--- config.mk ---
export PLATFORM = sky130hd
export DESIGN_NAME = mux8b_arb
export DESIGN_NICKNAME = d
export VERILOG_FILES = /design/src/rtl/mux8b_arb_pkg.sv /design/src/rtl/mux8b.sv /design/src/rtl/mux8b_arb.sv
export SDC_FILE = /design/constraint.sdc
export NUM_CORES = 1
export LEC_CHECK = 0
export ABC_CLOCK_PERIOD_IN_PS = 1300
export CAP_MARGIN = 20
export CORE_MARGIN = 2
export CORE_UTILIZATION = 41
export CTS_BUF_LIST = sky130_fd_sc_hd__clkbuf_4
export DETAILED_ROUTE_END_ITERATION = 8
export PLACE_DENSITY_LB_ADDON = 0.3
export SLEW_MARGIN = 20
export SYNTH_ARGS = -nofsm -noshare
export SYNTH_HDL_FRONTEND = slang
export SYNTH_SLANG_ARGS = --single-unit
--- constraint.sdc ---
create_clock -name clk -period 1.3 [get_ports clk]
set_input_delay 0.13 -clock clk [delete_from_list [all_inputs] [get_ports clk]]
set_output_delay 0.13 -clock clk [all_outputs]
set_load 0.05 [all_outputs]
--- src/rtl/mux8b_arb_pkg.sv ---
// Shared encodings for the mux8b_arb two-input arbitrated register slice.
package mux8b_arb_pkg;

    typedef logic [1:0] state_t;

    localparam state_t IDLE   = 2'd0;
    localparam state_t HOLD_A = 2'd1;
    localparam state_t HOLD_B = 2'd2;

    localparam logic SRC_A = 1'b0;
    localparam logic SRC_B = 1'b1;

endpackage

--- src/rtl/mux8b.sv ---
// Plain 2:1 byte multiplexer used as the data-select path of mux8b_arb.
module mux8b (
    output logic [7:0] F,
    input  logic [7:0] A,
    input  logic [7:0] B,
    input  logic       Sel
);

    assign F = Sel ? B : A;

endmodule

--- src/rtl/mux8b_arb.sv ---
// Two-requester arbiter feeding a one-word registered output slot.
// Optional MUX8B_ARB_RR_EN: round-robin on contention (default: A has fixed priority).
module mux8b_arb
    import mux8b_arb_pkg::*;
(
    input  logic       clk,
    input  logic       rst,
    input  logic [7:0] a_data,
    input  logic       a_valid,
    output logic       a_ready,
    input  logic [7:0] b_data,
    input  logic       b_valid,
    output logic       b_ready,
    output logic [7:0] f_data,
    output logic       f_valid,
    output logic       f_src,
    input  logic       f_ready,
    output logic [7:0] a_cnt,
    output logic [7:0] b_cnt
);

    state_t     state_q, state_d;
    logic [7:0] f_data_q, f_data_d;
    logic       f_src_q, f_src_d;
    logic [7:0] a_cnt_q, a_cnt_d;
    logic [7:0] b_cnt_q, b_cnt_d;
`ifdef MUX8B_ARB_RR_EN
    logic       last_q, last_d;
`endif

    logic       sel;
    logic       load;
    logic       xfer;
    logic [7:0] mux_out;

    mux8b u_mux (
        .F   (mux_out),
        .A   (a_data),
        .B   (b_data),
        .Sel (sel)
    );

    always_comb begin
        sel = SRC_A;
        if (a_valid && b_valid) begin
`ifdef MUX8B_ARB_RR_EN
            sel = ~last_q;
`else
            sel = SRC_A;
`endif
        end else if (b_valid) begin
            sel = SRC_B;
        end
    end

    assign f_valid = (state_q != IDLE);
    assign load    = !f_valid || f_ready;
    // Readys are suppressed during reset so no word is accepted and then discarded uncounted.
    assign a_ready = !rst && load && a_valid && (sel == SRC_A);
    assign b_ready = !rst && load && b_valid && (sel == SRC_B);
    assign xfer    = a_ready || b_ready;

    always_comb begin
        state_d  = state_q;
        f_data_d = f_data_q;
        f_src_d  = f_src_q;
        a_cnt_d  = a_cnt_q;
        b_cnt_d  = b_cnt_q;
`ifdef MUX8B_ARB_RR_EN
        last_d   = last_q;
`endif
        if (xfer) begin
            f_data_d = mux_out;
            f_src_d  = sel;
            state_d  = (sel == SRC_B) ? HOLD_B : HOLD_A;
`ifdef MUX8B_ARB_RR_EN
            last_d   = sel;
`endif
            if (sel == SRC_B) begin
                b_cnt_d = b_cnt_q + 8'd1;
            end else begin
                a_cnt_d = a_cnt_q + 8'd1;
            end
        end else if (f_ready && (state_q != IDLE)) begin
            state_d = IDLE;
        end
    end

    always_ff @(posedge clk) begin
        if (rst) begin
            state_q  <= IDLE;
            f_data_q <= 8'h00;
            f_src_q  <= SRC_A;
            a_cnt_q  <= 8'd0;
            b_cnt_q  <= 8'd0;
`ifdef MUX8B_ARB_RR_EN
            last_q   <= SRC_B;
`endif
        end else begin
            state_q  <= state_d;
            f_data_q <= f_data_d;
            f_src_q  <= f_src_d;
            a_cnt_q  <= a_cnt_d;
            b_cnt_q  <= b_cnt_d;
`ifdef MUX8B_ARB_RR_EN
            last_q   <= last_d;
`endif
        end
    end

    assign f_data = f_data_q;
    assign f_src  = f_src_q;
    assign a_cnt  = a_cnt_q;
    assign b_cnt  = b_cnt_q;

endmodule

==> results of run 1 <==
[cell usage after synthesis, types with 2 or more instances]
cell / count / area [um^2]
nor4_1: 4 / 25.0
ha_1: 2 / 25.0
nand2b_1: 2 / 12.5
clkbuf_1: 2 / 7.51
nand3_1: 6 / 30.0
a21oi_1: 3 / 15.0
dfxtp_1: 27 / 541
xor2_1: 3 / 26.3
xnor2_1: 9 / 78.8
buf_6: 4 / 45.0
inv_1: 5 / 18.8
a211oi_1: 8 / 60.1
mux2i_1: 8 / 80.1
nand4_1: 2 / 12.5
nor2_1: 23 / 86.3
o21ai_0: 4 / 20.0
nor3b_1: 2 / 15.0
nand2_1: 9 / 33.8
[worst max-delay path: stages (launching register included)]
cell     delay, ns
dfxtp_2       0.37
o21ba_4       0.26
buf_6         0.13
nor2_4        0.11
buf_12        0.15
[through the flow]
| stage | TNS [ns] | hold slack, ns |
|---|---|---|
| 2_1_floorplan | -0.258 | 0.284 |
| 3_3_place_gp | -7.14 | 0.490 |
| 3_5_place_dp | -8.09 | 0.491 |
| 4_1_cts | -0.925 | 0.364 |
| 5_1_grt | -1.85 | 0.387 |
| 6_report | -0.852 | 0.379 |
[flip-flops by register name, summed over array words and instances, names as in the netlist]
name and cells:
f_data 8, f_src 1, b_cnt 8, state_q 2
a_cnt 8
[power by group through the flow]
stage / Combinational (W) / Clock (W) / Sequential [W]
after floorplan: 0.000162 / 0 / 0.00102
after global placement: 0.000554 / 0 / 0.000910
after detailed placement: 0.000566 / 0 / 0.000912
after CTS: 0.000645 / 0.000380 / 0.000897
after global routing: 0.000695 / 0.000421 / 0.000904
final: 0.000661 / 0.000378 / 0.000900
[final timing paths]
check	from	to
max	state_q[1]$_SDFFE_PP0P_	a_ready
max reg2reg	state_q[1]$_SDFFE_PP0P_	a_cnt[6]$_SDFFE_PP0P_
min	a_valid	state_q[0]$_SDFFE_PP0P_
min reg2reg	f_data[1]$_SDFFE_PP0P_	f_data[1]$_SDFFE_PP0P_
[layer usage]
layer,up-vias,global-route usage
li1,639,-
met5,-,0
met3,13,0.0736
met2,66,0.432
met4,0,0.114
met1,658,0.300
[layout make-up]
cell class	count	area (um^2)
clock buffers	3	22.5
fillers	137	475
inverters	5	22.5
multi-input cells	99	826
clock inverters	1	5.00
flip-flops and latches	27	573
well taps	44	55.1
repair buffers	80	1050
[kinds of logic after synthesis]
family,after synthesis,share of synthesized area
multiplexers,8,0.0620
buffers and inverters,12,0.0591
adder cells (fa/ha/maj),2,0.0194
XOR/XNOR,12,0.0814
AO/OA/AOI/OAI,21,0.132
flip-flops,27,0.419
AND/OR/NAND/NOR,56,0.228
[repair_timing]
| item | in CTS | in global routing |
|---|---|---|
| pin swaps | 12 | 7 |
| setup buffers | 8 | 2 |
| hold buffers | 0 | 0 |
| resized for setup | 32 | 7 |
| setup endpoints to repair | 19 | 25 |
| cloned | 1 | 0 |
==> impl_metrics.json, run 1 <==
{
  "status": "finished, violations left",
  "violations": "negative setup slack",
  "path_max_fanout": 6,
  "grt_max_degree": 16,
  "met3WireLength_um": 251,
  "layout.cells.non_filler": 259,
  "synth_edf_count": 0,
  "slew_headroom": 0.697,
  "place_inst": 244,
  "final_nets": 239,
  "syn_inst": 138,
  "fin_area_um2": 2550,
  "setup_slack_ns": -0.183,
  "cts.path.max_buffers": 2,
  "worst_setup_path_start_kind": "flop",
  "synth_area_um2": 1290,
  "cap_violations": 0,
  "dr_wl_met2_mm": 2.21,
  "wirelength_mm": 4.25,
  "diodes": 0,
  "avgSynthCellArea_um2": 9.36,
  "p_int_w": 0.00132,
  "core.rowCount": 20,
  "initial_core_util": 0.426,
  "pre_cts_ws_ns": -0.399,
  "grt_usage": 0.257,
  "route.detailed.drc": 0,
  "core_um2": 3030,
  "antenna_found_initial": 0,
  "crit_required_ns": 1.17,
  "portBuffers": 48,
  "ys_seq_area_frac": 0.419,
  "final_max_slew_viol_count": 0,
  "pwr_density_cell_nw_per_um2": 760,
  "highest_layer": "met4",
  "root_buffer": "clkbuf_4",
  "crit_path_end_kind": "output pin",
  "cts.sinks": 27,
  "dpl_cell_area_um2": 2260,
  "ios": 49,
  "switching_share": 0.321,
  "synth_cell_types": 33,
  "vdd_drop_max_mv": 0.791,
  "drt_iter0_drc": 44,
  "finClkSkew_ns": 0.00209,
  "drive_gt1_frac": 0.502,
  "clkPwrFrac": 0.195,
  "insertion_delay_ns": 0.34,
  "p_leak_nw": 1.00,
  "ant_nets": 0,
  "power_w": 0.00194,
  "wire_per_inst_um": 16.4,
  "rsz0062_at_grt": "true",
  "synthFlopType": "dfxtp_1",
  "worstMarginPinSlew_ns": 0.450,
  "htree_levels": 1,
  "cts_tree": "done",
  "final_common_cell": "buf_12",
  "gp_congestion": 0.853,
  "holdPathStages": 4,
  "r2r_slack_ns": -0.11,
  "die-area_um2": 3610,
  "synth_warnings": 0,
  "grt_overflow": 0,
  "grt_pass1_vias": 1387,
  "fin_crit_sh": 1.14,
  "dp_hpwl_mm": 2.74,
  "hp-class": "in2reg",
  "drt-pass1-iter-count": 4,
  "cts_made_buffers": 3,
  "finalSetupViolCount": 11,
  "die_y_um": 60.1,
  "pwr-share-seq": 0.464,
  "via_count": 1376,
  "final_cell_mix": "buf_12, buf_4, nor2_1",
  "area_growth_syn_to_layout_pct": 97.7,
  "async_reset_ff_frac": 0,
  "finalHoldViolations": 0,
  "rr_worst_depth": 4,
  "syn_nets": 161,
  "grt_pass1_wl_mm": 6.71,
  "arrival_ns": 1.35,
  "die_x_um": 60.1,
  "layout_min_cycle_time_ns": 1.48,
  "p_sw_w": 0.000623,
  "clkTransAtPathRegs_ns": 0.15,
  "final_util": 0.843,
  "via_per_inst": 5.31,
  "wl_met1_mm": 1.66,
  "crit_type": "reg2out",
  "synth_seq_cells": 27,
  "fmax_mhz": 674,
  "p_comb_frac": 0.341
}
(Power assumes the default switching activity.)
==> inputs of run 2 (changes only) <==
CORE_MARGIN = 3   (was 2)
==> run 2 against run 1 <==
  * The flow still finishes with violations (negative setup slack)
  * Count of clock-buffer cells in the layout is 1 higher
  * First-iteration DRC count is 6.8% higher
  * Flip-flop and latch count stayed put
  * Critical path type is now reg2reg
  * Global-route usage is 0.13 points lower
  * Largest power group unchanged
  * Wire length is 20% higher
==> impl_metrics.json, run 2 (synthesized netlist as in run 1, its figures left out) <==
{
  "crit_required_ns": 1.54,
  "setup_slack_ns": -0.221,
  "ios": 49,
  "die_x_um": 62.1,
  "path_max_fanout": 8,
  "cts.path.max_buffers": 2,
  "cts_tree": "done",
  "crit_path_end_kind": "flop",
  "finalHoldViolations": 0,
  "wire_per_inst_um": 20.1,
  "fmax_mhz": 658,
  "cap_violations": 0,
  "gp_congestion": 0.896,
  "cts.sinks": 27,
  "layout.cells.non_filler": 254,
  "pwr-share-seq": 0.455,
  "crit_end": "a_cnt[4]$_SDFFE_PP0P_",
  "finalSetupTns_ns": -1.19,
  "portBuffers": 48,
  "cts_made_buffers": 3,
  "use_met2": 0.456,
  "pwr_density_cell_nw_per_um2": 774,
  "ant_nets": 0,
  "reg2reg_from": "state_q[1]$_SDFFE_PP0P_",
  "core.rowCount": 19,
  "status": "finished, violations left",
  "grt_use_met3": 0.0595,
  "htree_levels": 1,
  "worstReg2RegEnd": "a_cnt[4]$_SDFFE_PP0P_",
  "clkPwrFrac": 0.199,
  "final_nets": 236,
  "via_per_inst": 5.51,
  "finClkSkew_ns": 0.00481,
  "final_util": 0.893,
  "core_um2": 2880,
  "route.detailed.drc": 0,
  "layout_min_cycle_time_ns": 1.52,
  "grt_max_degree": 15,
  "initial_core_util": 0.449,
  "final_cell_mix": "buf_12, buf_4, clkdlybuf4s50_1",
  "slew_headroom": 0.773,
  "min-delay-start": "rst",
  "use_met1": 0.277,
  "worstMarginPinSlew_ns": 0.340,
  "grt_pass1_vias": 1546,
  "drive_gt1_frac": 0.542,
  "r2r_slack_ns": -0.22,
  "grt_pass1_wl_mm": 7.87,
  "switching_share": 0.326,
  "p_comb_frac": 0.346,
  "area_growth_syn_to_layout_pct": 99.0,
  "root_buffer": "clkbuf_4",
  "clkTransAtPathRegs_ns": 0.15,
  "final_max_slew_viol_count": 0,
  "place_inst": 242,
  "worst_setup_path_start_kind": "flop",
  "p_int_w": 0.00134,
  "arrival_ns": 1.76,
  "rsz0062_at_grt": "true",
  "finalSetupViolCount": 20,
  "fin_crit_sh": 1.17,
  "wirelength_mm": 5.11,
  "drt_iter0_drc": 47,
  "die_y_um": 62.1,
  "hp-class": "in2reg",
  "grt_usage": 0.255,
  "insertion_delay_ns": 0.33,
  "diodes": 0,
  "holdWs_ns": 0.330,
  "vdd_drop_max_mv": 0.863,
  "top_usage_layer": "met2",
  "startpoint": "state_q[1]$_SDFFE_PP0P_",
  "holdPathStages": 3,
  "p_sw_w": 0.000648,
  "rr_worst_depth": 5,
  "via_count": 1400,
  "die-area_um2": 3860,
  "final_common_cell": "buf_12",
  "drt-pass1-iter-count": 4,
  "p_leak_nw": 1.01,
  "violations": "negative setup slack",
  "grt_overflow": 0,
  "crit_type": "reg2reg",
  "dp_hpwl_mm": 2.75,
  "antenna_found_initial": 0
}
## run 2: cell count changes in the layout (fill, tap and decap cells not counted), sizes merged
| cell | previous run | this run |
|---|---|---|
| buf | 60 | 57 |
| clkbuf | 3 | 4 |
| clkinv | 1 | 0 |
## run 2: per-stage QoR
step	area, um^2	total power, W	worst slack [ns]
global placement	2240	0.00146	-0.357
finish	2570	0.00199	-0.221
detailed placement	2240	0.00148	-0.413
floorplan	1340	0.00118	-0.0903
global route	2570	0.00206	-0.259
CTS	2500	0.00194	-0.146
## run 2: worst min-delay path by stage
stage                                    endpoint
after CTS                 state_q[0]$_SDFFE_PP0P_
after global placement         f_src$_SDFFE_PP0P_
after floorplan           state_q[0]$_SDFFE_PP0P_
final                       b_cnt[0]$_SDFFE_PP0P_
after global routing        b_cnt[0]$_SDFFE_PP0P_
after detailed placement       f_src$_SDFFE_PP0P_
## run 2: area by class of cell
| type | instances | area (um^2) |
|---|---|---|
| sequential | 27 | 573 |
| inverter | 5 | 22.5 |
| multi-input combinational | 99 | 882 |
| tap | 42 | 52.6 |
| timing repair buffer | 77 | 1010 |
| clock buffer | 4 | 30.0 |
| fill | 105 | 307 |
## run 2: timing repair
action | 4_1_cts | 5_1_grt
setup endpoints to repair | 18 | 22
setup buffers | 6 | 2
gates cloned | 1 | 0
pin swaps | 11 | 5
hold buffers | 0 | 0
hold endpoints to repair | 0 | 0
resized for setup | 36 | 16
## run 2: routing by layer
metal | up-vias | routed length [um] | part of all wire
met3 | 18 | 275 | 0.054
met4 | 0 | 200 | 0.039
met5 | - | 0 | 0
li1 | 627 | - | -
met2 | 62 | 2650 | 0.52
met1 | 693 | 1980 | 0.39
## run 2: power by group through the flow
| stage | logic (W) | clock network (W) | registers (W) |
|---|---|---|---|
| after floorplan | 0.000162 | 0 | 0.00102 |
| after global placement | 0.000549 | 0 | 0.000910 |
| after detailed placement | 0.000565 | 0 | 0.000913 |
| after CTS | 0.000644 | 0.000397 | 0.000898 |
| after global routing | 0.000714 | 0.000434 | 0.000909 |
| final | 0.000689 | 0.000396 | 0.000904 |
## run 2: worst max-delay path, stage by stage, from the launching register on
cell and delay [ns]:
dfxtp_2 0.38, o21ba_4 0.25, buf_4 0.21, nor4b_4 0.35
xnor2_1 0.18, nor2_1 0.06
==> inputs of run 3 (changes only) <==
--- a/config.mk
+++ b/config.mk
@@ -13,2 +13,3 @@
 export DETAILED_ROUTE_END_ITERATION = 8
+export HOLD_SLACK_MARGIN = 0.02
 export PLACE_DENSITY_LB_ADDON = 0.3
==> constraint.sdc (replaced) <==
create_clock -name clk -period 1.3 [get_ports clk]
set_input_delay 0.26 -clock clk [delete_from_list [all_inputs] [get_ports clk]]
set_output_delay 0.26 -clock clk [all_outputs]
set_load 0.05 [all_outputs]
==> run 3 against run 2 <==
  * The run still ends with negative setup slack left
  * Flip-flop and latch count is the same
  * Register-to-register slack is essentially flat
  * Die area is the same
  * Utilization grew 3.0 points
  * Critical endpoint is now a_ready
  * Highest routed layer unchanged
==> impl_metrics.json, run 3 (synthesized netlist as in run 1, its figures left out) <==
{
  "clkPwrFrac": 0.200,
  "crit_path_end_kind": "output pin",
  "ctsHoldBuffers": 0,
  "setup_slack_ns": -0.235,
  "vdd_drop_max_mv": 0.831,
  "grt_pass1_wl_mm": 7.25,
  "p_int_w": 0.00135,
  "p_comb_frac": 0.347,
  "finalSetupViolCount": 23,
  "core_um2": 2880,
  "diodes": 0,
  "crit_type": "reg2out",
  "grt_overflow": 0,
  "critical_path_buf_inv_count": 1,
  "violations": "negative setup slack",
  "dp_hpwl_mm": 2.66,
  "finClkSkew_ns": 0.00988,
  "status": "finished, violations left",
  "drt-pass1-iter-count": 4,
  "arrival_ns": 1.28,
  "layout_min_cycle_time_ns": 1.54,
  "hp-class": "in2reg",
  "portBuffers": 48,
  "area_growth_syn_to_layout_pct": 106,
  "cap_violations": 0,
  "power_w": 0.00202,
  "clkTransAtPathRegs_ns": 0.15,
  "antenna_found_initial": 0,
  "crit_path_max_incr_delay_ns": 0.40,
  "route.detailed.drc": 0,
  "cts_tree": "done",
  "switching_share": 0.333,
  "cts.sinks": 27,
  "final_common_cell": "buf_12",
  "htree_levels": 1,
  "die_x_um": 62.1,
  "insertion_delay_ns": 0.34,
  "finalSetupTns_ns": -3.00,
  "worst_setup_path_start_kind": "flop",
  "wire_per_inst_um": 21.5,
  "final_cell_mix": "buf_12, buf_4, clkdlybuf4s50_1",
  "path_max_fanout": 4,
  "via_per_inst": 5.59,
  "core.rowCount": 19,
  "root_buffer": "clkbuf_4",
  "crit_path_top_delay_cell": "dfxtp_4",
  "p_leak_nw": 1.02,
  "cts_made_buffers": 3,
  "gp_congestion": 0.859,
  "final_max_slew_viol_count": 0,
  "ios": 49,
  "worstMarginPinSlew_ns": 0.339,
  "grt_usage": 0.230,
  "final_nets": 240,
  "crit_required_ns": 1.04,
  "rsz0062_at_grt": "true",
  "initial_core_util": 0.449,
  "cts.path.max_buffers": 2,
  "path_cells": "o21ba_4 -> nor2_4 -> buf_12",
  "grt_pass1_vias": 1433,
  "layout.cells.non_filler": 258,
  "grt_max_degree": 15,
  "path_delay_family": "flip-flops",
  "finalHoldViolations": 0,
  "die-area_um2": 3860,
  "place_inst": 238,
  "via_count": 1442,
  "pwr_density_cell_nw_per_um2": 762,
  "fin_crit_sh": 1.18,
  "drive_gt1_frac": 0.574,
  "die_y_um": 62.1,
  "drt_iter0_drc": 102,
  "slew_headroom": 0.774,
  "p_sw_w": 0.000672,
  "pwr-share-seq": 0.453,
  "wirelength_mm": 5.54,
  "ant_nets": 0,
  "fmax_mhz": 651
}
[run 3: cell count changes in the layout (fill, tap and decap cells not counted), moves of 2 or more]
cell           change
buf_6              +7
ha_4               +2
buf_4              -3
o21ai_2            +2
o21ai_0            -3
dlygate4sd2_1      -2
dfxtp_4            +2
dfxtp_2            -3
[run 3: worst min-delay path, stage by stage]
cell and delay (ns):
clkdlybuf4s15_2 0.20, buf_4 0.19, nor2_1 0.06
[run 3: layout make-up]
type                       instances  area (um^2)
multi-input combinational         99          908
sequential                        27          577
tap                               42         52.6
timing repair buffer              81         1060
fill                              91          221
clock buffer                       4         30.0
inverter                           5         22.5
[run 3: final timing paths]
path                            from                endpoint  slack, ns  cells after the start
max          state_q[1]$_SDFFE_PP0P_                 a_ready      -0.24                      3
min                              rst   b_cnt[6]$_SDFFE_PP0P_       0.40                      3
min reg2reg    a_cnt[1]$_SDFFE_PP0P_   a_cnt[1]$_SDFFE_PP0P_       0.54                      2
max reg2reg  state_q[1]$_SDFFE_PP0P_  f_data[4]$_SDFFE_PP0P_      -0.24                      6
[run 3: timing repair]
| item | 4_1_cts | 5_1_grt |
|---|---|---|
| setup buffers | 9 | 7 |
| gates resized for setup | 45 | 24 |
| gates cloned | 1 | 0 |
| setup endpoints to repair | 25 | 26 |
| pin swaps | 13 | 18 |
[run 3: power groups by stage]
| stage | logic (W) | clock network (W) | registers [W] |
|---|---|---|---|
| 6_report | 0.000702 | 0.000404 | 0.000916 |
| 3_5_place_dp | 0.000554 | 0 | 0.000920 |
| 2_1_floorplan | 0.000166 | 0 | 0.00101 |
| 5_1_grt | 0.000726 | 0.000442 | 0.000919 |
| 4_1_cts | 0.000646 | 0.000394 | 0.000907 |
| 3_3_place_gp | 0.000540 | 0 | 0.000918 |
[run 3: routing by layer]
metal | track usage | up-vias | routed length, um
met1 | 0.269 | 701 | 2000
met5 | 0 | - | 0
li1 | - | 633 | -
met2 | 0.411 | 91 | 2930
met3 | 0.0739 | 17 | 447
met4 | 0.0470 | 0 | 163
[run 3: through the flow]
step	hold slack, ns	utilization	setup slack [ns]	instance area [um^2]
global placement	0.493	0.789	-0.479	2270
floorplan	0.421	-	-0.182	1380
finish	0.405	0.923	-0.235	2660
detailed placement	0.501	0.789	-0.533	2270
global route	0.418	0.923	-0.277	2660
CTS	0.364	0.880	-0.195	2530
